## src/rtl/dmem_arbiter.sv

```systemverilog
// Round-robin arbiter sharing one single-port data memory between two requesters.
// Optional out-of-range flagging is enabled by defining DMEM_BOUNDS_CHECK_EN.
module dmem_arbiter #(
  parameter int ADDR_W    = 64,
  parameter int DATA_W    = 64,
  parameter int MEM_BYTES = 64
) (
  input  logic              clk,
  input  logic              reset,
  input  logic              r0_req,
  input  logic              r0_we,
  input  logic [ADDR_W-1:0] r0_addr,
  input  logic [DATA_W-1:0] r0_wdata,
  output logic              r0_gnt,
  output logic              r0_rvalid,
  output logic              r0_err,
  input  logic              r1_req,
  input  logic              r1_we,
  input  logic [ADDR_W-1:0] r1_addr,
  input  logic [DATA_W-1:0] r1_wdata,
  output logic              r1_gnt,
  output logic              r1_rvalid,
  output logic              r1_err,
  output logic [DATA_W-1:0] rdata,
  output logic [ADDR_W-1:0] mem_addr,
  output logic [DATA_W-1:0] write_data,
  output logic              mem_write,
  output logic              mem_read,
  input  logic [DATA_W-1:0] read_data,
  output logic [1:0]        state_dbg
);

  // Handshake: a requester holds req/we/addr/wdata until its one-cycle gnt;
  // rvalid (with err) follows exactly one cycle after gnt. req is only
  // sampled in IDLE, so changes during ACCESS/RESP have no effect.

`ifdef DMEM_BOUNDS_CHECK_EN
  localparam bit BOUNDS_EN = 1'b1;
`else
  localparam bit BOUNDS_EN = 1'b0;
`endif

  // Highest address whose full 8-byte word still fits in the memory.
  localparam logic [ADDR_W-1:0] LAST_OK = ADDR_W'(MEM_BYTES - 8);

  typedef enum logic [1:0] {
    IDLE   = 2'd0,
    ACCESS = 2'd1,
    RESP   = 2'd2
  } state_t;

  state_t            state;
  logic              ptr;
  logic              owner;
  logic              lat_we;
  logic              lat_oob;
  logic              mw_q;
  logic              mr_q;

  logic              sel_valid;
  logic              sel;
  logic              sel_we;
  logic [ADDR_W-1:0] sel_addr;
  logic [DATA_W-1:0] sel_wdata;
  logic              sel_oob;

  // ptr names the requester that wins when both ask in the same cycle.
  always_comb begin
    sel = 1'b0;
    if (r0_req && r1_req) sel = ptr;
    else if (r1_req)      sel = 1'b1;
  end

  assign sel_valid = r0_req | r1_req;
  assign sel_we    = sel ? r1_we    : r0_we;
  assign sel_addr  = sel ? r1_addr  : r0_addr;
  assign sel_wdata = sel ? r1_wdata : r0_wdata;
  assign sel_oob   = BOUNDS_EN && (sel_addr > LAST_OK);

  // Strobes drop in the same cycle reset rises, so an aborted store never
  // reaches the memory's falling-edge write.
  assign mem_write = mw_q & ~reset;
  assign mem_read  = mr_q & ~reset;
  assign state_dbg = state;

  always_ff @(posedge clk) begin
    if (reset) begin
      state      <= IDLE;
      ptr        <= 1'b0;
      owner      <= 1'b0;
      lat_we     <= 1'b0;
      lat_oob    <= 1'b0;
      mw_q       <= 1'b0;
      mr_q       <= 1'b0;
      r0_gnt     <= 1'b0;
      r1_gnt     <= 1'b0;
      r0_rvalid  <= 1'b0;
      r1_rvalid  <= 1'b0;
      r0_err     <= 1'b0;
      r1_err     <= 1'b0;
      mem_addr   <= '0;
      write_data <= '0;
      rdata      <= '0;
    end else begin
      r0_gnt    <= 1'b0;
      r1_gnt    <= 1'b0;
      r0_rvalid <= 1'b0;
      r1_rvalid <= 1'b0;
      r0_err    <= 1'b0;
      r1_err    <= 1'b0;
      mw_q      <= 1'b0;
      mr_q      <= 1'b0;
      case (state)
        IDLE: begin
          if (sel_valid) begin
            owner      <= sel;
            lat_we     <= sel_we;
            lat_oob    <= sel_oob;
            mem_addr   <= sel_addr;
            write_data <= sel_wdata;
            r0_gnt     <= ~sel;
            r1_gnt     <= sel;
            mw_q       <= sel_we & ~sel_oob;
            mr_q       <= ~sel_we & ~sel_oob;
            state      <= ACCESS;
          end
        end
        ACCESS: begin
          // Flagged accesses return zero data so rdata is clean alongside err.
          if (lat_oob)      rdata <= '0;
          else if (!lat_we) rdata <= read_data;
          r0_rvalid <= ~owner;
          r1_rvalid <= owner;
          r0_err    <= ~owner & lat_oob;
          r1_err    <= owner & lat_oob;
          state     <= RESP;
        end
        RESP: begin
          ptr   <= ~owner;
          state <= IDLE;
        end
        default: state <= IDLE;
      endcase
    end
  end

endmodule
```

## config.mk

```make
export PLATFORM = sky130hd
export DESIGN_NAME = dmem_arbiter
export DESIGN_NICKNAME = d
export VERILOG_FILES = /design/src/rtl/dmem_arbiter.sv
export SDC_FILE = /design/constraint.sdc
export NUM_CORES = 1
export LEC_CHECK = 0
export BUFFER_PORTS_ARGS = -buffer_cell sky130_fd_sc_hd__buf_4
export CAP_MARGIN = 20
export CORE_AREA = 2 2 203 205
export DETAILED_ROUTE_END_ITERATION = 12
export DIE_AREA = 0 0 205 207
export SYNTH_ARGS = -nofsm -noshare
export SYNTH_HDL_FRONTEND = slang
export SYNTH_SLANG_ARGS = --single-unit
export TNS_END_PERCENT = 30
```

## constraint.sdc

```tcl
create_clock -name clk -period 1.9 [get_ports clk]
set_input_delay 0.095 -clock clk [delete_from_list [all_inputs] [get_ports clk]]
set_output_delay 0.095 -clock clk [all_outputs]
set_load 0.01 [all_outputs]
```

After elaboration in Yosys (flattened, before gate mapping):

Index checks and enable logic that the tools add are counted.

* register bits after elaboration: 203
* input port bits: 326
* word-level logic and storage cells: 41

* equal/unequal tests: 3
* mux-type cells: 8
* bitwise gates (word level): 11
* reductions and logical operators: 6

Operators by type and width (count)
* $mux 64: 3
* $not 1->1: 8
* $pmux 2 s2: 1
* $reduce_and 2->1: 2
* $mux 1: 3
* $reduce_or 3->1: 1
* $and 1x1->1: 2
* $eq 2x1->1 const B: 1
* $eq 2x2->1 const B: 1
* $logic_not 2->1: 1
* $mux 2: 1
* $ne 2x2->1 const B: 1
* $reduce_or 2->1: 1
* $logic_and 1x1->1: 1
* $or 1x1->1: 1

Longest topological paths before layout:

Gate-level depths: netlist of run 1.

* word-level depth: 4
* gate-level depth with buffers: 7
* mapped depth without buffers: 3

Worst setup path before layout of run 1:

No wires, ideal clock.

* path type: flip-flop to flip-flop
* start: reg state[1], in the netlist state_dbg[1]
* end: reg mem_addr[41]
* arrival: 1.245 ns
* setup slack: 0.508 ns
* cell stages (with the launch flop): 6
* buffers on the path: 2
* period minus slack after synthesis: 1.392 ns
* cells stage by stage: dfxtp_1 or2_1 nor2_2 buf_4 buf_4 a311oi_2

* word-level cells in the longest chain between the ends: 2

Ends and longest elaborated chain
* from (decl): line 52 `state_t state;`
* from (signal assigned): line 88 `state <= IDLE;`
* from (signal assigned): line 125 `state <= ACCESS;`
* from (signal assigned): line 136 `state <= RESP;`
* $logic_not 2->1: line 113 `case (state)`
* $reduce_and 2->1 (no line)
* to (signal assigned): line 119 `mem_addr <= sel_addr;`
* to (decl): line 25 `output logic [ADDR_W-1:0] mem_addr,`

No other way between the ends.
A chain may end at the register's enable or synchronous reset.

Worst setup path after layout of run 1:

* start: reg state[1], in the netlist state_dbg[1]
* end: reg mem_addr[23]

Same word-level chain as after synthesis.

==> out/metrics.yaml, run 1 <==
timing:
  fin_crit_ns: 1.666
  slew_viol_final: 0
  timing.final.ws_setup_ns: 0.2338
  rsz0062_at_grt: "no"
  period_share_pct: 87.69
  worst_pin_slew_ns: 0.6581
  setup_tns_ns: 0
  fmax_mhz: 600.2
  finalSetupViolations: 0
  skew_ns: 0.01007
  hold_violations: 0
  slew_headroom_pct: 56.13
clock_tree:
  cts_root_buffer: "clkbuf_16"
  cts_buffer_depth: 3
  clock_latency_ns: 0.52
  clk_pin_slew_ns: 0.06
  post_cts_resized: 0
  post_cts_buffers: 0
  cts_made_buffers: 23
  htreeDepth: 1
  clock_sinks: 203
  cts_tree: "yes"
synth:
  netlist-cell-type-count: 31
  yosys.area.top_type: "dfxtp_1"
  syn_avg_cell_area_um2: 9.174
  synth_warnings: 0
  syn_area_mm2: 0.009908
  ys_ff_latch: 203
  synth.area.top_cells: "dfxtp_1, a311oi_2, a21oi_2, nand3_1, o21ai_0"
  ys_seq_area_share_pct: 41.02
  synth_top_area_share_pct: 41.02
  netlist_instances: 1080
global_routing:
  grt_pass1_wl_um: 67440
  grt_pass1_vias: 12350
  antenna_found_initial: 0
  grt_usage_pct: 19.71
  grt_max_degree: 84
  globalRouteOverflowTotal: 0
critical_path:
  worstReg2RegStart: "state_dbg[1]$_SDFFE_PP0P_"
  rr_endpoint: "mem_addr[23]$_SDFFE_PP0P_"
  crit_start: "state_dbg[1]$_SDFFE_PP0P_"
  worstPathMaxFanout: 53
  arrival_ns: 2.02
  startpoint_type: "register"
  reg2reg_depth: 4
  end_kind: "register"
  path_class: "register to register"
  rrSetupSlack_ns: 0.23
  crit_required_ns: 2.26
cells_and_area:
  num-fill-cells: 3641
  drive_gt1_share_pct: 43.39
  fin_nets: 2188
  multiInputGateArea_mm2: 0.005065
  synthToLayoutAreaGrowth_pct: 85.16
  register_area_mm2: 0.004064
  antenna_cells: 0
  stdcell_count: 2408
floorplan:
  fp-row-count: 74
  die_h_um: 207
  start_util_pct: 24.54
  io_pins: 528
  dieArea_mm2: 0.04244
  die_width_um: 205
  coreArea_mm2: 0.04037
route:
  ant_nets: 0
  dr.first_iter.drc_count: 679
  routedWlPerCell_um: 18.49
  routed_wl_um: 44520
  route.detailed.drc: 0
  drt_first_pass_iters: 5
  via_per_inst: 4.966
  vias: 11959
placed_design:
  numPlacedInstances: 2046
  hpwlAfterDp_um: 28100
  place_ws_ns: 0.2469
  port_buffers: 525
  gp_congestion: 0.8501
outcome:
  status: "complete, no violations"
hold_path:
  min_to: "owner$_SDFFE_PP0P_"
  min-delay-start: "r1_req"
  whs_path_depth: 4
  hp-class: "primary input to register"
power_and_ir_drop:
  p_per_area_mw_per_mm2: 735.4
  p_total_mw: 13.49
  vdd_drop_max_mv: 0.6795
  p_leak_nw: 7.356
flow_run:
  max-cap-violations: 0
[cells in the final DEF (no fill, tap or decap), drive strengths merged, types with 2 or more instances in the layout]
cell type and instances:
buf 572, dlygate4sd3 323, dfxtp 203, a21oi 195, o21ai 131, nand3 130, nand2 129, a311oi 129
clkbuf 33, clkinv 5, nor2 4, nor2b 3, a211oi 2, conb 2, bufinv 2, nor3b 2
or2 2
[through the flow]
step	utilization, %	hold WS (ns)	cell area (um2)
after floorplan	-	0.2310	9912
after global placement	35.64	0.3437	14390
after detailed placement	35.64	0.3511	14390
after CTS	45.45	0.04074	18350
after global routing	45.45	0.05833	18350
final	45.45	0.06467	18350
[metal layers]
layer / GRT usage [%] / wire length, um
met1: 22.15 / 17110
met2: 35.46 / 22150
met3: 3.619 / 3184
met4: 9.551 / 2076
met5: 0 / 0
[power by group]
part	switching [mW]	internal, mW	total, mW	leakage, nW
Clock	1.83	2.60	4.44	0.356
Combinational	1.95	2.13	4.08	5.32
Sequential	0.299	4.68	4.98	1.68
[cell families after synthesis]
family	after synthesis	share of synthesized area, %
AOI/OAI and AO/OA	457	38.12
and+or+nand+nor	277	12.69
DFF	203	41.02
buffers and inverters	142	8.132
other	1	0.03785
[registers in the layout, summed over array words and instances, names as in the netlist]
register and flops:
lat_we 1, write_data 64, r1_rvalid 1, ptr 1
r0_rvalid 1, r1_gnt 1, mw_q 1, mr_q 1
mem_addr 64, owner 1, state_dbg 2, rdata 64
r0_gnt 1
[critical path: stages (launching register included)]
cell	delay [ns]
dfxtp_1	0.39
or2_1	0.32
nor2_4	0.19
buf_12	0.29
a311oi_2	0.19
[worst max-delay path by stage]
stage	end	slack [ns]
after floorplan	mem_addr[41]$_SDFFE_PP0P_	0.51
after global placement	mem_addr[11]$_SDFFE_PP0P_	0.30
after detailed placement	mem_addr[0]$_SDFFE_PP0P_	0.25
after CTS	mem_addr[4]$_SDFFE_PP0P_	0.23
after global routing	write_data[45]$_SDFFE_PP0P_	0.15
final	mem_addr[23]$_SDFFE_PP0P_	0.23
[timing repair]
item                       in CTS  in global routing
setup endpoints to repair       0                  0
hold endpoints to repair      197                  0
hold buffers                  323                  0
[layout make-up]
cell class              count  share of cell area [%]
flip-flops and latches    203                   22.15
well taps                 532                   3.628
repair buffers            896                   42.60
inverters                   2                 0.04774
clock buffers              32                   3.485
multi-input cells         736                   27.61
clock inverters             7                  0.4774
[Yosys cell counts]
library cell	instances
nor2_4	1
nand2b_1	1
and2_1	1
a211oi_1	2
dfxtp_1	203
a311oi_2	100
or3_1	1
nor4_1	1
buf_8	1
a311oi_1	29
buf_6	16
buf_4	19
nor3b_1	2
buf_2	56
nand2_1	129
o21ai_0	130
or2_1	2
clkbuf_1	48
or3b_1	1
nand3_1	130
and2b_1	1
a21oi_1	95
inv_2	1
inv_1	1
nor2_2	1
conb_1	1
o21ai_1	1
nor2_1	2
and4b_1	1
nor2b_1	3
a21oi_2	100
Note: power is estimated with default switching activity, not from simulation.
==> run 2: changes to the inputs <==
PLACE_DENSITY = 0.47   (was unset)
==> run 2 against run 1 <==
Effect of this change:
- critical path depth increased by 1
- critical endpoint is now owner$_SDFFE_PP0P_
- highest routed layer unchanged
- cell count increased by 0.29%
- power increased by 5.4%
- global-route usage increased by 0.63 points
- clock-buffer cell count increased by 8
- combinational power increased by 1%
- worst setup slack got worse by 0.11 ns
- die area unchanged
- routed wire length increased by 3.0%
- clock skew increased by 0.0065 ns
==> out/metrics.yaml, run 2 (synthesis results as in run 1) <==
global_routing:
  grt_usage_pct: 20.34  # +0.63 points
  grt_pass1_vias: 12339  # -0.089%
  grt_max_degree: 80  # -4.8%
  globalRouteOverflowTotal: 0  # unchanged
  antenna_found_initial: 1  # +1
  grt_pass1_wl_um: 69380  # +2.9%
timing:
  setup_tns_ns: 0  # unchanged
  skew_ns: 0.01657  # +0.006503 ns
  worst_pin_slew_ns: 0.7035  # +0.04542 ns
  rsz0062_at_grt: "no"
  hold_violations: 0  # unchanged
  period_share_pct: 93.46  # +5.8 points
  fmax_mhz: 563.1  # -6.2%
  slew_headroom_pct: 53.10  # -3.0 points
  timing.final.ws_setup_ns: 0.1242  # -0.1097 ns
  finalSetupViolations: 0  # unchanged
  whs_ns: 0.02340  # -0.04127 ns
  fin_crit_ns: 1.776  # +0.1097 ns
  slew_viol_final: 0  # unchanged
critical_path:
  cp_cell_sequence: "nor2_4 -> clkbuf_16 -> nand3_1 -> a21oi_1 -> dlygate4sd3_1"
  worstPathMaxFanout: 29  # -45%
  end_kind: "register"
  path_class: "register to register"
  arrival_ns: 2.27  # +0.25 ns
  cpPeakStageDelay_ns: 0.56  # +0.17 ns
  crit_required_ns: 2.39  # +0.13 ns
  slowest_stage: "dlygate4sd3_1"
  startpoint_type: "register"
route:
  vias: 11851  # -0.90%
  drt_first_pass_iters: 5  # unchanged
  via_per_inst: 4.907  # -1.2%
  route.detailed.drc: 0  # unchanged
  routedWlPerCell_um: 18.98  # +2.7%
  ant_nets: 0  # unchanged
  dr.first_iter.drc_count: 538  # -21%
  routed_wl_um: 45840  # +3.0%
floorplan:
  die_width_um: 205  # unchanged
  start_util_pct: 24.54  # unchanged
  coreArea_mm2: 0.04037  # unchanged
  io_pins: 528  # unchanged
  dieArea_mm2: 0.04244  # unchanged
  die_h_um: 207  # unchanged
  fp-row-count: 74  # unchanged
power_and_ir_drop:
  pwr-share-clk_pct: 36.1  # +3.2 points
  p_per_area_mw_per_mm2: 765.3  # +4.1%
  power_switching_mw: 4.241  # +3.9%
  pwr-share-comb_pct: 29.0  # -1.2 points
  internal-power_mw: 9.978  # +6.0%
  switching_share_pct: 29.83  # -0.42 points
  vdd_drop_max_mv: 0.6307  # -7.2%
  seq_power_share_pct: 34.9  # -2.0 points
  p_leak_nw: 7.452  # +1.3%
cells_and_area:
  design_area_mm2: 0.01858  # +1.3%
  drive_gt1_share_pct: 43.36  # about the same
  fin_nets: 2189  # +0.046%
  synthToLayoutAreaGrowth_pct: 87.51
  layout_common_cells: "buf_4, dlygate4sd3_1, dfxtp_1"
  num-fill-cells: 3862  # +6.1%
  top_regs: "mem_addr (64), rdata (64), write_data (64)"
  final_common_cell: "buf_4"
clock_tree:
  cts_made_buffers: 26  # +13%
  cts_buffer_depth: 3  # unchanged
  clock_latency_ns: 0.54  # +0.02 ns
  cts_root_buffer: "clkbuf_16"
  clk_pin_slew_ns: 0.06  # about the same
  clock_sinks: 203  # unchanged
  htreeDepth: 1  # unchanged
  post_cts_buffers: 0  # unchanged
  cts_tree: "yes"
placed_design:
  hpwlAfterDp_um: 29700  # +5.7%
  place_ws_ns: 0.2914  # +0.04456 ns
  gp_congestion: 0.7907  # -7.0%
  port_buffers: 525  # unchanged
  dpl_cell_area_mm2: 0.01440  # about the same
hold_path:
  hp-class: "primary input to register"
flow_run:
  max-cap-violations: 0  # unchanged
outcome:
  status: "complete, no violations"
## run 2: cell count changes in the layout (fill, tap and decap cells not counted), moves of 2 or more
| cell | before | now |
|---|---|---|
| clkbuf_8 | 4 | 8 |
| clkbuf_16 | 23 | 28 |
| dlygate4sd3_1 | 323 | 327 |
| buf_4 | 550 | 537 |
| buf_6 | 0 | 2 |
| buf_12 | 22 | 26 |
## run 2: metal layers
metal	vias up	track usage (%)	part of all wire, %
met1	5679	23.22	39
met5	-	0	0
li1	5574	-	-
met2	491	36.37	50
met3	107	4.437	7.4
met4	0	8.311	3.9
## run 2: layout make-up
class                      count  area [um2]  share of cell area (%)
antenna                        1       2.502                 0.01347
clock buffer                  40       794.5                   4.276
clock inverter                 7       92.59                  0.4983
inverter                       2       8.758                 0.04714
multi-input combinational    736        5065                   27.26
sequential                   203        4064                   21.87
tap                          532       665.6                   3.583
timing repair buffer         894        7886                   42.45
## run 2: power groups by stage
stage / combinational (mW) / clock [mW] / sequential (mW)
floorplan: 1.65 / 0 / 5.20
global placement: 3.56 / 0 / 5.04
detailed placement: 3.58 / 0 / 5.05
CTS: 4.14 / 5.28 / 4.96
global route: 4.43 / 5.46 / 5.01
finish: 4.13 / 5.13 / 4.96
## run 2: worst paths after layout
check	slack, ns	end	depth (start not counted)	from
hold reg to reg	0.45	rdata[53]$_SDFFE_PP0P_	2	rdata[53]$_SDFFE_PP0P_
setup / recovery	0.12	owner$_SDFFE_PP0P_	5	state_dbg[1]$_SDFFE_PP0P_
setup reg to reg	0.12	owner$_SDFFE_PP0P_	5	state_dbg[1]$_SDFFE_PP0P_
hold / removal	0.02	write_data[36]$_SDFFE_PP0P_	3	r0_wdata[36]
## run 2: worst max-delay path: cells and delay by family, from the launching register on
family | cells | cell delay (ns)
DFF | 1 | 0.39
and+or+nand+nor | 2 | 0.37
buffers and inverters | 2 | 0.84
AOI/OAI and AO/OA | 1 | 0.12
## run 2: repair_timing
action | CTS | global route
resized for setup | 0 | 2
hold endpoints to repair | 197 | 0
setup endpoints to repair | 0 | 2
hold buffers | 327 | 0
## run 2: stage by stage
step / std cells / utilization [%] / power [mW]
finish: 2415 / 46.02 / 14.22
floorplan: 1081 / - / 6.858
detailed placement: 2039 / 35.66 / 8.624
global placement: 2039 / 35.66 / 8.596
CTS: 2413 / 45.97 / 14.38
global route: 2415 / 46.02 / 14.89
